File: config.mk
export PLATFORM = sky130hd
export DESIGN_NAME = seg7_display_ctrl_flat
export DESIGN_NICKNAME = d
export VERILOG_FILES = /design/src/rtl/seg7_pkg.sv /design/src/rtl/seg7_display_ctrl_if.sv /design/src/rtl/seg7_hex_encode.sv /design/src/rtl/seg7_display_ctrl.sv /design/src/flat_wrapper.sv
export SDC_FILE = /design/constraint.sdc
export NUM_CORES = 1
export LEC_CHECK = 0
export CELL_PAD_IN_SITES_DETAIL_PLACEMENT = 0
export CELL_PAD_IN_SITES_GLOBAL_PLACEMENT = 2
export CORE_MARGIN = 3
export CORE_UTILIZATION = 32
export CTS_BUF_LIST = sky130_fd_sc_hd__clkbuf_8 sky130_fd_sc_hd__clkbuf_16
export DETAILED_ROUTE_END_ITERATION = 8
export PLACE_DENSITY_LB_ADDON = 0.3
export SYNTH_ARGS = -nofsm -noshare
export SYNTH_HDL_FRONTEND = slang
export SYNTH_SLANG_ARGS = --single-unit
File: constraint.sdc
create_clock -name clk -period 2 [get_ports clk]
set_input_delay 0.4 -clock clk [delete_from_list [all_inputs] [get_ports clk]]
set_output_delay 0.4 -clock clk [all_outputs]
set_load 0.1 [all_outputs]
File: src/rtl/seg7_pkg.sv
// Shared definitions for the seven-segment display blocks: scan states,
// the active-low hex glyph table and the all-segments-off pattern.
package seg7_pkg;

  typedef enum logic [0:0] {
    SHOW = 1'b0,
    GAP  = 1'b1
  } state_e;

  localparam logic [6:0] SEG_OFF = 7'h7F;

  // Active-low {g,f,e,d,c,b,a} patterns for nibble values 0..F
  localparam logic [6:0] HEX_SEG [0:15] = '{
    7'h40, 7'h79, 7'h24, 7'h30, 7'h19, 7'h12, 7'h02, 7'h78,
    7'h00, 7'h10, 7'h08, 7'h03, 7'h46, 7'h21, 7'h06, 7'h0E
  };

endpackage

File: src/rtl/seg7_display_ctrl_if.sv
// Host-side load bus and board-side pin group of the display controller.
interface seg7_display_ctrl_if #(
  parameter int NUM_DIGITS = 4
);
  logic [4*NUM_DIGITS-1:0] digits;
  logic [NUM_DIGITS-1:0]   blank;
  logic [NUM_DIGITS-1:0]   dp_in;
  logic                    lz_en;
  logic                    load;
  logic                    pending;
  logic                    frame_done;
  logic [NUM_DIGITS-1:0]   an;
  logic [6:0]              seg;
  logic                    dp;

  modport master (
    output digits, blank, dp_in, lz_en, load,
    input  pending, frame_done, an, seg, dp
  );

  modport slave (
    input  digits, blank, dp_in, lz_en, load,
    output pending, frame_done, an, seg, dp
  );
endinterface

File: src/rtl/seg7_hex_encode.sv
// Combinational nibble to active-low seven-segment glyph lookup.
module seg7_hex_encode
  import seg7_pkg::*;
(
  input  logic [3:0] i_nib,
  output logic [6:0] o_seg
);

  assign o_seg = HEX_SEG[i_nib];

endmodule

File: src/rtl/seg7_display_ctrl.sv
// Multiplexed seven-segment scanner with prescaler, dead time between digits,
// leading-zero suppression and a frame-aligned shadow load path.
module seg7_display_ctrl
  import seg7_pkg::*;
#(
  parameter int NUM_DIGITS = 4,
  parameter int DIVIDE_BY  = 17,
  parameter int GAP_CYCLES = 16
) (
  input  logic clk,
  input  logic reset_n,
  seg7_display_ctrl_if.slave bus
);

  localparam int IDX_W = (NUM_DIGITS > 1) ? $clog2(NUM_DIGITS) : 1;
  localparam int GC_W  = (GAP_CYCLES > 1) ? $clog2(GAP_CYCLES) : 1;
  localparam logic [GC_W-1:0]  GC_INIT  = GC_W'((GAP_CYCLES > 0) ? GAP_CYCLES - 1 : 0);
  localparam logic [IDX_W-1:0] IDX_LAST = IDX_W'(NUM_DIGITS - 1);
  localparam logic [0:0] ST_SHOW = SHOW;
  localparam logic [0:0] ST_GAP  = GAP;

  logic [DIVIDE_BY-1:0]    r_presc;
  logic [0:0]              r_state;
  logic [GC_W-1:0]         r_gap_cnt;
  logic [IDX_W-1:0]        r_idx;

  logic [4*NUM_DIGITS-1:0] r_stg_digits, r_act_digits;
  logic [NUM_DIGITS-1:0]   r_stg_blank,  r_act_blank;
  logic [NUM_DIGITS-1:0]   r_stg_dp,     r_act_dp;
  logic                    r_pending;
  logic                    r_frame_done;

  logic [NUM_DIGITS-1:0]   r_an;
  logic [6:0]              r_seg;
  logic                    r_dp;

  logic                    w_tick;
  logic                    w_advance;
  logic                    w_wrap;
  logic [NUM_DIGITS-1:0]   w_dark;
  logic                    w_above_clear;
  logic [3:0]              w_nib;
  logic [3:0]              w_cur_nib;
  logic [6:0]              w_glyph;

  assign w_tick    = &r_presc;
  assign w_advance = (r_state == ST_SHOW) ? (w_tick && (GAP_CYCLES == 0))
                                          : (r_gap_cnt == '0);
  assign w_wrap    = w_advance && (r_idx == IDX_LAST);

  always_ff @(posedge clk) begin
    if (!reset_n) begin
      r_presc   <= '0;
      r_state   <= ST_SHOW;
      r_gap_cnt <= '0;
      r_idx     <= '0;
    end else begin
      r_presc <= r_presc + 1'b1;
      if (r_state == ST_SHOW) begin
        if (w_tick && (GAP_CYCLES > 0)) begin
          r_state   <= ST_GAP;
          r_gap_cnt <= GC_INIT;
        end
      end else if (r_gap_cnt == '0) begin
        r_state <= ST_SHOW;
      end else begin
        r_gap_cnt <= r_gap_cnt - 1'b1;
      end
      if (w_advance)
        r_idx <= (r_idx == IDX_LAST) ? '0 : r_idx + 1'b1;
    end
  end

  // Shadow path: staging always takes the newest load; active only changes at wrap
  always_ff @(posedge clk) begin
    if (!reset_n) begin
      r_stg_digits <= '0;
      r_stg_blank  <= '1;
      r_stg_dp     <= '0;
      r_act_digits <= '0;
      r_act_blank  <= '1;
      r_act_dp     <= '0;
      r_pending    <= 1'b0;
      r_frame_done <= 1'b0;
    end else begin
      r_frame_done <= w_wrap;
      if (w_wrap && r_pending) begin
        r_act_digits <= r_stg_digits;
        r_act_blank  <= r_stg_blank;
        r_act_dp     <= r_stg_dp;
      end
      if (bus.load) begin
        r_stg_digits <= bus.digits;
        r_stg_blank  <= bus.blank;
        r_stg_dp     <= bus.dp_in;
        r_pending    <= 1'b1;
      end else if (w_wrap) begin
        r_pending    <= 1'b0;
      end
    end
  end

  // Scan from the most significant digit down, tracking whether everything above is empty
  always_comb begin
    w_dark        = '0;
    w_above_clear = 1'b1;
    w_nib         = '0;
    for (int i = NUM_DIGITS - 1; i >= 0; i--) begin
      w_nib     = r_act_digits[4*i +: 4];
      w_dark[i] = r_act_blank[i] ||
                  (bus.lz_en && (i > 0) && (w_nib == 4'h0) && w_above_clear);
      w_above_clear = w_above_clear && ((w_nib == 4'h0) || r_act_blank[i]);
    end
  end

  assign w_cur_nib = r_act_digits[4*int'(r_idx) +: 4];

  seg7_hex_encode u_hex (
    .i_nib (w_cur_nib),
    .o_seg (w_glyph)
  );

  always_ff @(posedge clk) begin
    if (!reset_n) begin
      r_an  <= '1;
      r_seg <= SEG_OFF;
      r_dp  <= 1'b1;
    end else if (r_state == ST_SHOW) begin
      r_an  <= ~(NUM_DIGITS'(1) << r_idx);
      r_seg <= w_dark[r_idx] ? SEG_OFF : w_glyph;
      r_dp  <= ~r_act_dp[r_idx];
    end else begin
      r_an  <= '1;
      r_seg <= SEG_OFF;
      r_dp  <= 1'b1;
    end
  end

  assign bus.an         = r_an;
  assign bus.seg        = r_seg;
  assign bus.dp         = r_dp;
  assign bus.pending    = r_pending;
  assign bus.frame_done = r_frame_done;

endmodule

File: src/flat_wrapper.sv
// flat-port wrapper written by rule: the top's interface ports become plain ports
module seg7_display_ctrl_flat import seg7_pkg::*;
#(
  parameter int NUM_DIGITS = 4,
  parameter int DIVIDE_BY  = 17,
  parameter int GAP_CYCLES = 16
)
  (clk, reset_n, bus_digits, bus_blank, bus_dp_in, bus_lz_en, bus_load, bus_pending, bus_frame_done, bus_an, bus_seg, bus_dp);
  seg7_display_ctrl_if #(.NUM_DIGITS(NUM_DIGITS)) bus_i ();
  input  logic clk;
  input  logic reset_n;
  input wire logic [$bits(bus_i.digits)-1:0] bus_digits;
  input wire logic [$bits(bus_i.blank)-1:0] bus_blank;
  input wire logic [$bits(bus_i.dp_in)-1:0] bus_dp_in;
  input wire logic [$bits(bus_i.lz_en)-1:0] bus_lz_en;
  input wire logic [$bits(bus_i.load)-1:0] bus_load;
  output wire logic [$bits(bus_i.pending)-1:0] bus_pending;
  output wire logic [$bits(bus_i.frame_done)-1:0] bus_frame_done;
  output wire logic [$bits(bus_i.an)-1:0] bus_an;
  output wire logic [$bits(bus_i.seg)-1:0] bus_seg;
  output wire logic [$bits(bus_i.dp)-1:0] bus_dp;
  assign bus_i.digits = bus_digits;
  assign bus_i.blank = bus_blank;
  assign bus_i.dp_in = bus_dp_in;
  assign bus_i.lz_en = bus_lz_en;
  assign bus_i.load = bus_load;
  assign bus_pending = bus_i.pending;
  assign bus_frame_done = bus_i.frame_done;
  assign bus_an = bus_i.an;
  assign bus_seg = bus_i.seg;
  assign bus_dp = bus_i.dp;
  seg7_display_ctrl #(.NUM_DIGITS(NUM_DIGITS), .DIVIDE_BY(DIVIDE_BY), .GAP_CYCLES(GAP_CYCLES)) u_core (.clk(clk), .reset_n(reset_n), .bus(bus_i));
endmodule
==> results.cfg, run 1 <==
[run_status]
status = completed

[sta]
min_period_over_period_pct = 95.6
relSlewSlack_pct = 57.4
fmax_mhz = 523
period_minus_slack_ns = 1.91
slew_violations = 0
setup_viol = 0
hold_ws_ns = 0.464
fin_ws_ns = 0.0875
fin_skew_ns = 0.00600
hold_viol = 0
worst_pin_slew_ns = 0.638

[power]
sequentialPowerShare_pct = 48.6
vdd_drop_max_v = 0.000343
p_total_mw = 3.65
pwr-share-comb_pct = 5.3
internal_power_mw = 2.85
clkPwrFrac_pct = 46.1
p_leak_nw = 1.87
switching_power_mw = 0.797
p_per_area_nw_per_um2 = 764
p_sw_share_pct = 21.8

[finish]
final_common_cell = dfxtp_1
stdcell_area_sq_um = 4780
drive_gt1_share_pct = 14.9
areaGrowthSynthToFinish_pct = 23.0
fin_nets = 492
antenna_cells = 0
final_util_pct = 41.1
nFillCells = 1160
final_cell_mix = dfxtp_1, nand2_1, mux2i_1, buf_4, clkdlybuf4s50_1

[synth]
synth_cell_types = 53
synth_seq_area_share_pct = 44.3
async_flop_share_pct = 0
netlist.area_leader.share_pct = 44.3
ys_warn_count = 0
synth_area_sq_um = 3880
synthTopCellsByArea = dfxtp_1, mux2i_1, nand2_1, ha_1, nor2b_1
synth-edff-count = 0
ys.flop_type = dfxtp_1
synthCells = 403
netlist.top_cell.by_area = dfxtp_1
avgSynthCellArea_sq_um = 9.63
syn_nets = 445
ys_ff_latch = 86

[grt]
grt_max_degree = 75
overflow = 0
grt_pass1_wl_um = 13900
track_usage_pct = 13.1
antenna_found_initial = 0
grt_pass1_vias = 2741

[clocking]
numCtsBuffers = 9
clk_pin_slew_ns = 0.06
ctsHoldBuffers = 0
root_buffer = clkbuf_16
clock_sinks = 86
cts_buffer_depth = 2
worstSkewPairLatency_ns = 0.34
htree_levels = 3
tritoncts = done

[hold_path]
hold_path.class = register to register
hold_start = u_core.r_stg_digits[3]
hold_end = u_core.r_act_digits[3]
hold_path_depth = 2

[detailed_routing]
via_count = 2821
drt_iter0_markers = 108
wl_um = 8260
drt_pass1_iterations = 4
drc = 0
wl_per_cell_um = 13.8
ant_nets = 0
routed_via_density = 4.72

[critical_path]
worstRegToRegCells = 7
worstSetupEndpointType = register
critPathArrivalTime_ns = 2.13
required_ns = 2.21
reg2reg_setup_slack_ns = 0.09
r2r-end = u_core.bus.seg[0]
cp-start-kind = register
cp_max_fo = 4
r2r_start = u_core.r_idx[0]
path_class = register to register

[die]
boundaryPins = 42
start_util_pct = 33.4
core_area_sq_um = 11600
die-area_sq_um = 13500
die_w_um = 116
die_y_um = 116
rows = 39

[placement]
port_buffers = 41
place.gp.congestion = 0.785
pre_cts_ws_ns = 0.0841
dp_hpwl_um = 5740
place_area_sq_um = 4460

[flow_run]
cap_violations = 0
how the worst max path moves through the flow:
| stage | start | cells after the start | slack (ns) | end |
|---|---|---|---|---|
| after detailed placement | bus_lz_en | 5 | 0.08 | u_core.bus.seg[5] |
| after floorplan | u_core.r_idx[1] | 9 | 0.02 | u_core.bus.seg[0] |
| after global routing | u_core.r_idx[0] | 5 | -0.003 | u_core.bus.seg[0] |
| after global placement | u_core.r_idx[0] | 5 | 0.16 | u_core.bus.seg[0] |
| after CTS | u_core.r_idx[0] | 5 | 0.06 | u_core.bus.seg[0] |
| final | u_core.r_idx[0] | 7 | 0.09 | u_core.bus.seg[0] |
cells in the mapped netlist (all sizes together), types with 2 or more instances:
master and count:
dfxtp 86, nand4 3, a21boi 27, nor3 5
xnor2 7, and3 4, mux2i 31, nor2 8
and4 2, nand2b 2, a22oi 2, buf 13
a211oi 2, and2 12, ha 14, o211a 2
mux2 2, or3 6, nand3 17, clkbuf 10
o21ai 12, nor4 3, nor2b 25, o211ai 5
o221ai 2, nand2 74, xor2 3, inv 7
mux4 3
layout make-up:
cell class,count,area [sq um],area share (%)
Clock buffer,10,239,5.00
Clock inverter,6,62.6,1.31
Inverter,7,26.3,0.550
Multi-Input combinational cell,287,2020,42.2
Sequential cell,86,1720,36.1
Tap cell,143,179,3.75
Timing Repair Buffer,59,531,11.1
per-stage QoR:
step	instances	setup TNS [ns]
after floorplan	403	0
after global placement	582	0
after detailed placement	582	0
after CTS	598	0
after global routing	598	-0.00349
final	598	0
power by group through the flow:
stage               clock, mW  sequential, mW  combinational (mW)
global route             1.80            1.78               0.213
detailed placement          0            1.81               0.198
finish                   1.68            1.77               0.194
CTS                      1.73            1.77               0.199
global placement            0            1.81               0.195
floorplan                   0            1.82              0.0936
registers in the layout, indices dropped and copies added (netlist names):
signal	flops
u_core.r_stg_digits	16
u_core.bus.seg	7
u_core.r_stg_dp	4
u_core.r_gap_cnt	4
u_core.bus.an	4
u_core.r_idx	2
u_core.r_presc	17
u_core.r_act_blank	4
u_core.r_act_digits	16
u_core.r_state	1
u_core.r_act_dp	4
u_core.bus.dp	1
u_core.bus.pending	1
u_core.bus.frame_done	1
u_core.r_stg_blank	4
worst max-delay path: stages (launching register included):
cell     delay (ns)
dfxtp_2        0.34
mux4_2         0.39
inv_2          0.05
ha_2           0.18
or4_1          0.54
o41ai_2        0.08
a211o_1        0.15
o21ai_1        0.05
metal layers:
metal	vias up	routed length (um)	track usage, %
li1	1483	-	-
met1	1273	4360	18.7
met4	0	156	5.10
met5	-	0	0
met2	51	3410	19.1
met3	14	336	3.26
cells by family after synthesis:
group | share of synthesized area [%]
AOI/OAI and AO/OA | 11.7
xor gates and xnor gates | 2.26
adders and majority gates | 4.51
buffers and inverters | 4.25
DFF | 44.3
muxes | 10.8
and+or+nand+nor | 22.1
repair_timing:
action / in CTS / in global routing
endpoints found under the setup margin: 0 / 4
buffers inserted: 0 / 0
gates resized for setup: 0 / 4
Note: power is estimated with default switching activity, not from simulation.
==> inputs of run 2 (changes only) <==
--- a/config.mk
+++ b/config.mk
@@ -10,8 +10,10 @@
 export CORE_MARGIN = 3
 export CORE_UTILIZATION = 32
 export CTS_BUF_LIST = sky130_fd_sc_hd__clkbuf_8 sky130_fd_sc_hd__clkbuf_16
+export CTS_CLUSTER_DIAMETER = 40
 export DETAILED_ROUTE_END_ITERATION = 8
 export PLACE_DENSITY_LB_ADDON = 0.3
+export SKIP_LAST_GASP = 1
 export SYNTH_ARGS = -nofsm -noshare
 export SYNTH_HDL_FRONTEND = slang
 export SYNTH_SLANG_ARGS = --single-unit
==> run 2 against run 1 <==
Net effect:
- setup slack is essentially flat
- utilization is the same
- highest routed layer unchanged
- largest cell class unchanged
- first-iteration DRC count rose by 2.8%
- sequential cell count is the same
- critical path type unchanged
- sequential share of layout area is the same
- via count stayed put
- fmax about the same
- clock-buffer cell count unchanged
- clock skew about the same
==> results.cfg, run 2 (same netlist as run 1, synthesis figures left out) <==
[run_status]
status = completed

[sta]
setup_viol = 0
fin_skew_ns = 0.00631
rsz0062_at_grt = true
fin_ws_ns = 0.0876
hold_viol = 0
min_period_over_period_pct = 95.6
fmax_mhz = 523
period_minus_slack_ns = 1.91
worst_pin_slew_ns = 0.638
slew_violations = 0
relSlewSlack_pct = 57.4

[placement]
pre_cts_ws_ns = 0.0841
place.gp.congestion = 0.785
place_area_sq_um = 4460
port_buffers = 41
dp.cells = 582
dp_hpwl_um = 5740

[power]
p_leak_nw = 1.87
vdd_drop_max_v = 0.000343
p_per_area_nw_per_um2 = 764
p_total_mw = 3.65

[critical_path]
reg2reg_setup_slack_ns = 0.09
critPathArrivalTime_ns = 2.13
worstSetupEndpointType = register
crit_slowest_cell = or4_1
startpoint = u_core.r_idx[0]
crit_end = u_core.bus.seg[0]
r2r-end = u_core.bus.seg[0]
r2r_start = u_core.r_idx[0]
worstRegToRegCells = 7
cp-start-kind = register
required_ns = 2.21
cpPeakStageDelay_ns = 0.54
path_class = register to register
cp_max_fo = 4
crit_path_cell_trace = mux4_2 -> inv_2 -> ha_2 -> or4_1 -> o41ai_2 -> a211o_1 -> o21ai_1

[die]
rows = 39
die_y_um = 116
core_area_sq_um = 11600
die-area_sq_um = 13500
boundaryPins = 42
start_util_pct = 33.4
die_w_um = 116

[flow_run]
cap_violations = 0

[finish]
nFillCells = 1160
finalNonFillerCells = 598
fin_nets = 492
antenna_cells = 0
largest_reg_flops = 17
reg_top3 = u_core.r_presc: 17 flops, u_core.r_act_digits: 16 flops, u_core.r_stg_digits: 16 flops
final_util_pct = 41.1
top_register = u_core.r_presc
final_common_cell = dfxtp_1
stdcell_area_sq_um = 4780
areaGrowthSynthToFinish_pct = 23.0
drive_gt1_share_pct = 14.9
final_cell_mix = dfxtp_1, nand2_1, mux2i_1, buf_4, clkdlybuf4s50_1

[clocking]
root_buffer = clkbuf_16
clock_sinks = 86
worstSkewPairLatency_ns = 0.34
htree_levels = 3
tritoncts = done
numCtsBuffers = 9
clk_pin_slew_ns = 0.06
cts_buffer_depth = 2

[grt]
overflow = 0
grt_pass1_wl_um = 13900
grt_max_degree = 75
antenna_found_initial = 0
track_usage_pct = 13.1
grt_pass1_vias = 2741

[detailed_routing]
via_count = 2821
wl_um = 8250
routed_via_density = 4.72
drc = 0
drt_iter0_markers = 111
ant_nets = 0
drt_pass1_iterations = 4
wl_per_cell_um = 13.8

[hold_path]
hold_start = u_core.r_stg_digits[3]
hold_path.class = register to register
-- run 2: worst min-delay path by stage --
stage                             endpoint  slack (ns)  cells after the start
finish              u_core.r_act_digits[3]        0.46                      2
detailed placement      u_core.r_act_dp[1]        0.46                      2
CTS                     u_core.r_act_dp[1]        0.47                      2
floorplan           u_core.r_act_digits[2]        0.43                      2
global route         u_core.r_act_blank[1]        0.49                      2
global placement    u_core.r_act_digits[7]        0.46                      2
-- run 2: area by class of cell --
type / count / area (sq um) / area share [%]
clock buffer: 10 / 239 / 5.00
tap: 143 / 179 / 3.75
sequential: 86 / 1720 / 36.1
multi-input combinational: 287 / 2020 / 42.2
clock inverter: 6 / 62.6 / 1.31
inverter: 7 / 26.3 / 0.550
timing repair buffer: 59 / 531 / 11.1
-- run 2: per-stage QoR --
step	setup TNS [ns]	hold slack (ns)
global route	-0.00784	0.491
floorplan	0	0.430
detailed placement	0	0.460
CTS	0	0.470
finish	0	0.464
global placement	0	0.455
-- run 2: worst max-delay path: cells and delay by family, from the launching register on --
kind                     cells  cell delay [ns]
adder cells (fa/ha/maj)      1             0.18
buffers and inverters        1             0.05
AND/OR/NAND/NOR              1             0.54
multiplexers                 1             0.39
flip-flops                   1             0.34
AO/OA/AOI/OAI                3             0.28
-- run 2: power by group --
group,internal (mW),switching [mW]
registers,1.75,0.0230
clock network,0.997,0.686
logic,0.107,0.0873
-- run 2: timing repair --
| item | CTS | global route |
|---|---|---|
| setup endpoints to repair | 0 | 4 |
| gates resized for setup | 0 | 4 |
| hold buffers | 0 | 0 |
| setup buffers | 0 | 0 |
-- run 2: metal layers --
metal	track usage, %	up-vias	routed length, um
li1	-	1483	-
met1	18.7	1273	4350
met2	19.1	51	3400
met3	3.26	14	337
met4	5.10	0	156
met5	0	-	0
